File: config.mk
export PLATFORM = sky130hd
export DESIGN_NAME = pll_reset_sequencer
export DESIGN_NICKNAME = d
export VERILOG_FILES = /design/src/rtl/pll_seq_pkg.sv /design/src/rtl/sync_2ff.sv /design/src/rtl/pll_reset_sequencer.sv
export SDC_FILE = /design/constraint.sdc
export NUM_CORES = 1
export LEC_CHECK = 0
export BUFFER_PORTS_ARGS = -buffer_cell sky130_fd_sc_hd__buf_2
export CAP_MARGIN = 15
export CORE_ASPECT_RATIO = 1.2
export CORE_MARGIN = 3
export CORE_UTILIZATION = 45
export CTS_BUF_LIST = sky130_fd_sc_hd__clkbuf_2 sky130_fd_sc_hd__clkbuf_4 sky130_fd_sc_hd__clkbuf_8
export DETAILED_ROUTE_END_ITERATION = 16
export PLACE_DENSITY = 0.66
export SYNTH_ARGS = -nofsm -noshare
export SYNTH_HDL_FRONTEND = slang
export SYNTH_SLANG_ARGS = --single-unit
File: constraint.sdc
create_clock -name clk -period 2.9 [get_ports clk]
set_input_delay 0.435 -clock clk [delete_from_list [all_inputs] [get_ports clk]]
set_output_delay 0.435 -clock clk [all_outputs]
set_load 0.02 [all_outputs]
File: src/rtl/pll_seq_pkg.sv
// Shared types for the PLL reset sequencer.
// State encoding, retry width and a sizing helper.
package pll_seq_pkg;

  typedef enum logic [2:0] {
    S_OFF    = 3'd0,
    S_SETTLE = 3'd1,
    S_STABLE = 3'd2,
    S_RUN    = 3'd3,
    S_RETRY  = 3'd4,
    S_FAULT  = 3'd5
  } state_t;

  localparam int RETRY_W = 4;

  function automatic int max2(input int a, input int b);
    return (a > b) ? a : b;
  endfunction

endpackage

File: src/rtl/sync_2ff.sv
// Two-flop synchronizer for one asynchronous bit.
// Both stages clear to 0 under reset.
module sync_2ff (
  input  logic clk,
  input  logic reset,
  input  logic d,
  output logic q
);

  logic meta;

  // shift the async input through two flops
  always_ff @(posedge clk) begin
    if (reset) begin
      meta <= 1'b0;
      q    <= 1'b0;
    end else begin
      meta <= d;
      q    <= meta;
    end
  end

endmodule

File: src/rtl/pll_reset_sequencer.sv
// PLL power-up and lock supervisor.
// Gates the core reset on a settled, stable PLL lock.
module pll_reset_sequencer
  import pll_seq_pkg::*;
#(
  parameter int SETTLE_CYCLES = 1024,
  parameter int STABLE_CYCLES = 64,
  parameter int LOCK_TIMEOUT  = 4096,
  parameter int OFF_CYCLES    = 16,
  parameter int MAX_RETRY     = 3
) (
  input  logic               clk,
  input  logic               reset,
  input  logic               pll_en_req,
  input  logic               pll_lock_raw,
  output logic               en_vco,
  output logic               core_reset,
  output logic               pll_ready,
  output logic               fault,
  output logic [2:0]         state,
  output logic [RETRY_W-1:0] retry_cnt
);

  localparam int CNT_MAX =
    max2(SETTLE_CYCLES, max2(STABLE_CYCLES, OFF_CYCLES));
  localparam int CNT_W =
    (CNT_MAX > 1) ? $clog2(CNT_MAX) : 1;
  localparam int TMO_W =
    (LOCK_TIMEOUT > 1) ? $clog2(LOCK_TIMEOUT) : 1;

  localparam logic [CNT_W-1:0] SETTLE_END =
    CNT_W'(SETTLE_CYCLES - 1);
  localparam logic [CNT_W-1:0] STABLE_END =
    CNT_W'(STABLE_CYCLES - 1);
  localparam logic [CNT_W-1:0] OFF_END =
    CNT_W'(OFF_CYCLES - 1);
  localparam logic [TMO_W-1:0] TMO_END =
    TMO_W'(LOCK_TIMEOUT - 1);
  localparam logic [RETRY_W-1:0] RETRY_MAX =
    RETRY_W'(MAX_RETRY);

  state_t             cur, nxt;
  logic [CNT_W-1:0]   cnt, cnt_n;
  logic [TMO_W-1:0]   tmo, tmo_n;
  logic [RETRY_W-1:0] retry_q, retry_n;
  logic               lock_s;

  sync_2ff u_lock_sync (
    .clk   (clk),
    .reset (reset),
    .d     (pll_lock_raw),
    .q     (lock_s)
  );

  // state, counters and retry register
  always_ff @(posedge clk) begin
    if (reset) begin
      cur     <= S_OFF;
      cnt     <= '0;
      tmo     <= '0;
      retry_q <= '0;
    end else begin
      cur     <= nxt;
      cnt     <= cnt_n;
      tmo     <= tmo_n;
      retry_q <= retry_n;
    end
  end

  // next state and counter updates; a dropped request wins
  always_comb begin
    nxt     = cur;
    cnt_n   = cnt;
    tmo_n   = tmo;
    retry_n = retry_q;
    case (cur)
      S_OFF: begin
        cnt_n   = '0;
        tmo_n   = '0;
        retry_n = '0;
        if (pll_en_req) nxt = S_SETTLE;
      end
      S_SETTLE: begin
        if (cnt == SETTLE_END) begin
          nxt   = S_STABLE;
          cnt_n = '0;
          tmo_n = '0;
        end else begin
          cnt_n = cnt + 1'b1;
        end
      end
      S_STABLE: begin
        tmo_n = tmo + 1'b1;
        if (lock_s && cnt == STABLE_END) begin
          nxt   = S_RUN;
          cnt_n = '0;
          tmo_n = '0;
        end else if (tmo == TMO_END) begin
          nxt   = S_RETRY;
          cnt_n = '0;
          tmo_n = '0;
        end else begin
          cnt_n = lock_s ? cnt + 1'b1 : '0;
        end
      end
      S_RUN: begin
        if (!lock_s) begin
          nxt   = S_RETRY;
          cnt_n = '0;
        end
      end
      S_RETRY: begin
        if (cnt == OFF_END) begin
          cnt_n = '0;
          if (retry_q == RETRY_MAX) begin
            nxt = S_FAULT;
          end else begin
            retry_n = retry_q + 1'b1;
            nxt     = S_SETTLE;
          end
        end else begin
          cnt_n = cnt + 1'b1;
        end
      end
      S_FAULT: begin
        nxt = S_FAULT;
      end
      default: begin
        nxt = S_OFF;
      end
    endcase
    if (!pll_en_req && cur != S_OFF) begin
      nxt     = S_OFF;
      cnt_n   = '0;
      tmo_n   = '0;
      retry_n = '0;
    end
  end

  // Moore output decode from the registered state
  always_comb begin
    en_vco     = 1'b0;
    core_reset = 1'b1;
    pll_ready  = 1'b0;
    fault      = 1'b0;
    case (cur)
      S_SETTLE, S_STABLE: begin
        en_vco = 1'b1;
      end
      S_RUN: begin
        en_vco     = 1'b1;
        core_reset = 1'b0;
        pll_ready  = 1'b1;
      end
      S_FAULT: begin
        fault = 1'b1;
      end
      default: begin
      end
    endcase
  end

  assign state     = cur;
  assign retry_cnt = retry_q;

endmodule

* Word-level counts from Yosys, hierarchy flattened
Index checks and enable logic that the tools add are counted.
Word-level totals: register bits 31, latch bits 0, RAM bits 0, ROM bits 0, input port bits 4, output and inout bits 11, logic and storage cells 65, memories kept 0
Cells by class: $add $sub $neg 3, multiply operators 0, div/mod/pow operators 0, magnitude comparators 0, eq/ne operators 16, shifts and indexed selects 0, mux-type cells 26, bitwise logic cells 0, reductions and logical operators 14
Operators by type and width (count):
- $mux W10 | 6
- $pmux W10 S5 | 1
- $mux W12 | 3
- $pmux W12 S3 | 1
- $mux W3 | 7
- $pmux W3 S6 | 1
- $add A12 B1 Y12 const B | 1
- $eq A12 B12 Y1 const B | 1
- $add A10 B1 Y10 const B | 1
- $eq A10 B10 Y1 const B | 1
- $eq A10 B4 Y1 const B | 1
- $eq A10 B6 Y1 const B | 1
- $ne A2 B2 Y1 const B | 5
- $mux W4 | 2
- $pmux W4 S2 | 1
- $eq A3 B2 Y1 const B | 2
- $eq A3 B3 Y1 const B | 2
- $reduce_bool A3 Y1 | 2
- $reduce_and A5 Y1 | 1
- $reduce_bool A5 Y1 | 1
- $add A4 B1 Y4 const B | 1
- $eq A4 B2 Y1 const B | 1
- $mux W1 | 4
- $reduce_and A2 Y1 | 2
- 9 further kinds | 10

* Logic depth before layout (Yosys ltp)
word-level depth 5, mapped depth 7, mapped depth without buffers 6

* Cells and area by module
From an unflattened synthesis, not the netlist that was laid out.
Second synthesis, totals: cell total of the unflattened synthesis 198, area, all modules 1699.1 um^2
Modules (own cells, without submodules):
- pll_reset_sequencer | times used 1, cells an instance 194, area an instance 1646.6 um^2, seq. area each 580.6 um^2
- sync_2ff | times used 1, cells an instance 4, area an instance 52.6 um^2, seq. area each 40.0 um^2

* Least setup slack after synthesis
OpenSTA, ideal clock, no wires.
path kind reg-to-reg, from register cnt[0], to register tmo[8], library setup time 0.078 ns, data arrival time 1.987 ns, required time 2.822 ns, setup slack 0.835 ns, stages on the path, launching flop included 8, buffers on the path 1, period minus slack after synthesis 2.065 ns, path through dfxtp_1 > ha_1 > nand4_2 > o41ai_2 > buf_4 > or4b_1 > xor2_1 > nor3_1
Between the ends: cells in the longest elaborated chain, start to end 4, elaborated cells between the ends (all ways) 7, those cells by class eq/ne: 3; mux: 2; reduce/logical: 2
Ends and longest elaborated chain:
- start: declaration | RTL line pll_reset_sequencer.sv:43 | logic [CNT_W-1:0] cnt, cnt_n;
- start signal: assignment | RTL line pll_reset_sequencer.sv:64 | cnt <= cnt_n;
- $eq A10 B6 Y1 | RTL line pll_reset_sequencer.sv:94 | if (lock_s && cnt == STABLE_END) begin
- $logic_and A1 B1 Y1 | RTL line pll_reset_sequencer.sv:94
- $mux W12 | RTL line pll_reset_sequencer.sv:94
- $pmux W12 S3 | RTL line pll_reset_sequencer.sv:76 | case (cur)
- end signal: assignment | RTL line pll_reset_sequencer.sv:65 | tmo <= tmo_n;
- end: declaration | RTL line pll_reset_sequencer.sv:44 | logic [TMO_W-1:0] tmo, tmo_n;
Parallel ways exist; a longest one is shown, timed or not. A chain may end at the register's enable or synchronous reset.

* Worst setup path in the final report
from register cnt[0], to register tmo[3]
Same word-level chain as after synthesis.

==> metrics.md <==
| Metric | Value |
|---|---|
| Clock root buffer | `clkbuf_8` |
| I/O pins | `15` |
| Commonest non-fill, non-tap cells in the layout | `dfxtp_1 (31), nand2_1 (24), nor2_1 (20)` |
| Die Area | `0.00463 mm^2` |
| Synth top area cells | `dfxtp_1 (36%), xor2_1 (6.1%), nand2_1 (5.2%)` |
| CTS tree | `done` |
| Crit path kind | `flop to flop` |
| First-pass GRT wire length | `6240 um` |
| Global route overflow | `0` |
| PD cells | `626 mW/mm^2` |
| DR WL/cell | `13.3 um` |
| Global Route Usage Sum | `16.7%` |
| Setup Skew | `5.67 ps` |
| Worst-path cell chain | `ha_1 > nand4_2 > o41ai_2 > buf_4 > nand2_1 > o21ai_1 > nor2_1` |
| Clk sinks | `31` |
| Row cnt | `24` |
| Final wirelength | `3680 um` |
| RSZ-0062 raised after global routing | `false` |
| Synth top area share | `35.8%` |
| Min-delay worst type | `input port to flop` |
| Fin nets | `232` |
| DPL Wire Length | `2700 um` |
| Clk_lat worst skew | `280 ps` |
| Achievable Freq | `433 MHz` |
| Post-route ant nets | `0` |
| Postcts setup bufs | `0` |
| Htree depth | `2` |
| Final min period | `2310 ps` |
| Worst setup SP type | `flop` |
| 1st-iter DRT viols | `76` |
| Max-slew headroom | `39.4%` |
| Post-layout util | `53.3%` |
| Data arrival, critical path | `2450 ps` |
| Area leader, netlist | `dfxtp_1` |
| CP Capture Type | `flop` |
| Initial antenna violation count | `0` |
| Largest net degree at the start of global routing | `17` |
| Starting Density | `47.3%` |
| Placement Cell Area | `0.00186 mm^2` |
| Seq/Total Area, Yosys | `35.8%` |
| Post-synth EDFFs | `0` |
| Outcome | `completed` |
| Fin Setup TNS | `0 ps` |
| Slew @ Worst Pin | `909 ps` |
| Largest buffer count on any clock path | `2` |
| Post-Layout Inst Area | `0.00195 mm^2` |
| Yosys warns | `0` |
| Die height | `74.0 um` |
| Core area | `0.00366 mm^2` |
| Synth Net Count | `215` |
| Largest stage delay, worst path | `520 ps` |
| Synthesized cell area | `0.00173 mm^2` |
| DRC errors left | `0` |
| Mean post-synth cell area | `8.33 um^2` |
| Share of cells above drive strength 1 | `14.2%` |
| Total vias in the final route | `1571` |
| Detailed Routing Iterations Pass 1 | `4` |
| Count of final setup violators | `0` |
| Max-slew violations | `0` |
| CTS clk-pin slew, worst paths | `60 ps` |
| Via-to-Cell Ratio | `5.67` |
| Post-Synthesis Cells | `208` |
| Commonest non-fill, non-tap cell in the layout | `dfxtp_1` |
| Max-Cap Viols | `0` |
| I/O Buffers | `14` |
| Fin. Hold Viols | `0` |
| Pleak | `0.713 nW` |
| Total CTS buffers | `5` |
| Global placement routability congestion | `0.802` |
| Post-CTS resize count | `0` |
| Worst Path Max Fanout | `11` |
| #FFs+latches synth | `31` |
| Final Cycle Share | `79.6%` |
| Peak VDD IR | `0.307 mV` |
| Dominant synthesized flop cell | `dfxtp_1` |
| # hold bufs at CTS | `0` |
| Async set-reset flop share out of synthesis | `0%` |
| Worst Hold Margin | `356 ps` |
| DIE WIDTH | `62.6 um` |
| Critical path's slowest cell | `o21ai_1` |
| Inserted Diodes | `0` |
| Vias in the first global route | `1368` |
| Netlist cell types | `53` |
| Area grow syn2layout | `12.7%` |
| CP required | `3040 ps` |
area by class of cell:
type / count / area (um^2)
clock buffers: 6 / 82.6
flip-flops and latches: 31 / 621
repair buffers: 19 / 108
fillers: 376 / 1710
clock inverters: 1 / 5.00
multi-input cells: 164 / 1060
inverters: 4 / 15.0
well taps: 52 / 65.1
Yosys cell counts (all sizes together), types with 3 or more instances:
| master | n |
|---|---|
| a211oi | 3 |
| a21oi | 6 |
| and3 | 4 |
| and4 | 3 |
| buf | 3 |
| clkbuf | 6 |
| dfxtp | 31 |
| ha | 3 |
| inv | 3 |
| nand2 | 24 |
| nand3 | 10 |
| nand4 | 8 |
| nor2 | 20 |
| nor2b | 4 |
| nor3 | 10 |
| nor4 | 4 |
| o211ai | 5 |
| o21ai | 7 |
| o311ai | 3 |
| o31ai | 3 |
| or3 | 3 |
| or4b | 3 |
| xor2 | 12 |
flip-flops by register name, summed over array words and instances (netlist names):
name              count
cnt                  10
retry_cnt             4
state                 3
tmo                  12
u_lock_sync.meta      1
u_lock_sync.q         1
worst max-delay path: cells and delay by family (launching register included):
family	cells	cell delay, ps
buf+inv	1	210
simple gates	3	430
compound gates	2	860
flops	1	380
fa+ha+maj	1	290
where the power goes:
| group | internal, mW | switching (mW) |
|---|---|---|
| Combinational | 0.138 | 0.255 |
| Sequential | 0.455 | 0.0384 |
| Clock | 0.186 | 0.150 |
through the flow:
stage / setup WS (ps) / power [mW] / instances
after floorplan: 835 / 0.795 / 208
after global placement: 594 / 0.899 / 270
after detailed placement: 585 / 0.897 / 270
after CTS: 555 / 1.24 / 277
after global routing: 361 / 1.30 / 277
final: 591 / 1.22 / 277
cell families after synthesis:
family / synth area share, %
and+or+nand+nor: 31.7
DFF: 35.8
buffers and inverters: 3.18
adders and majority gates: 2.17
xor gates and xnor gates: 6.58
AOI/OAI and AO/OA: 19.4
muxes: 1.16
per-layer routing:
metal	global-route usage [%]	routed length, um
met1	21.0	1710
met2	28.1	1790
met3	4.08	129
met4	6.62	53
met5	0	0
path summary, 6_finish.rpt:
| kind | cells after the start | from | to | slack [ps] |
|---|---|---|---|---|
| worst max register to register | 7 | cnt[0] | tmo[3] | 590 |
| worst min-delay path | 2 | reset | u_lock_sync.q | 360 |
| worst min register to register | 1 | u_lock_sync.meta | u_lock_sync.q | 440 |
| worst max-delay path | 7 | cnt[0] | tmo[3] | 590 |
Power figures use the tool's default switching activity.
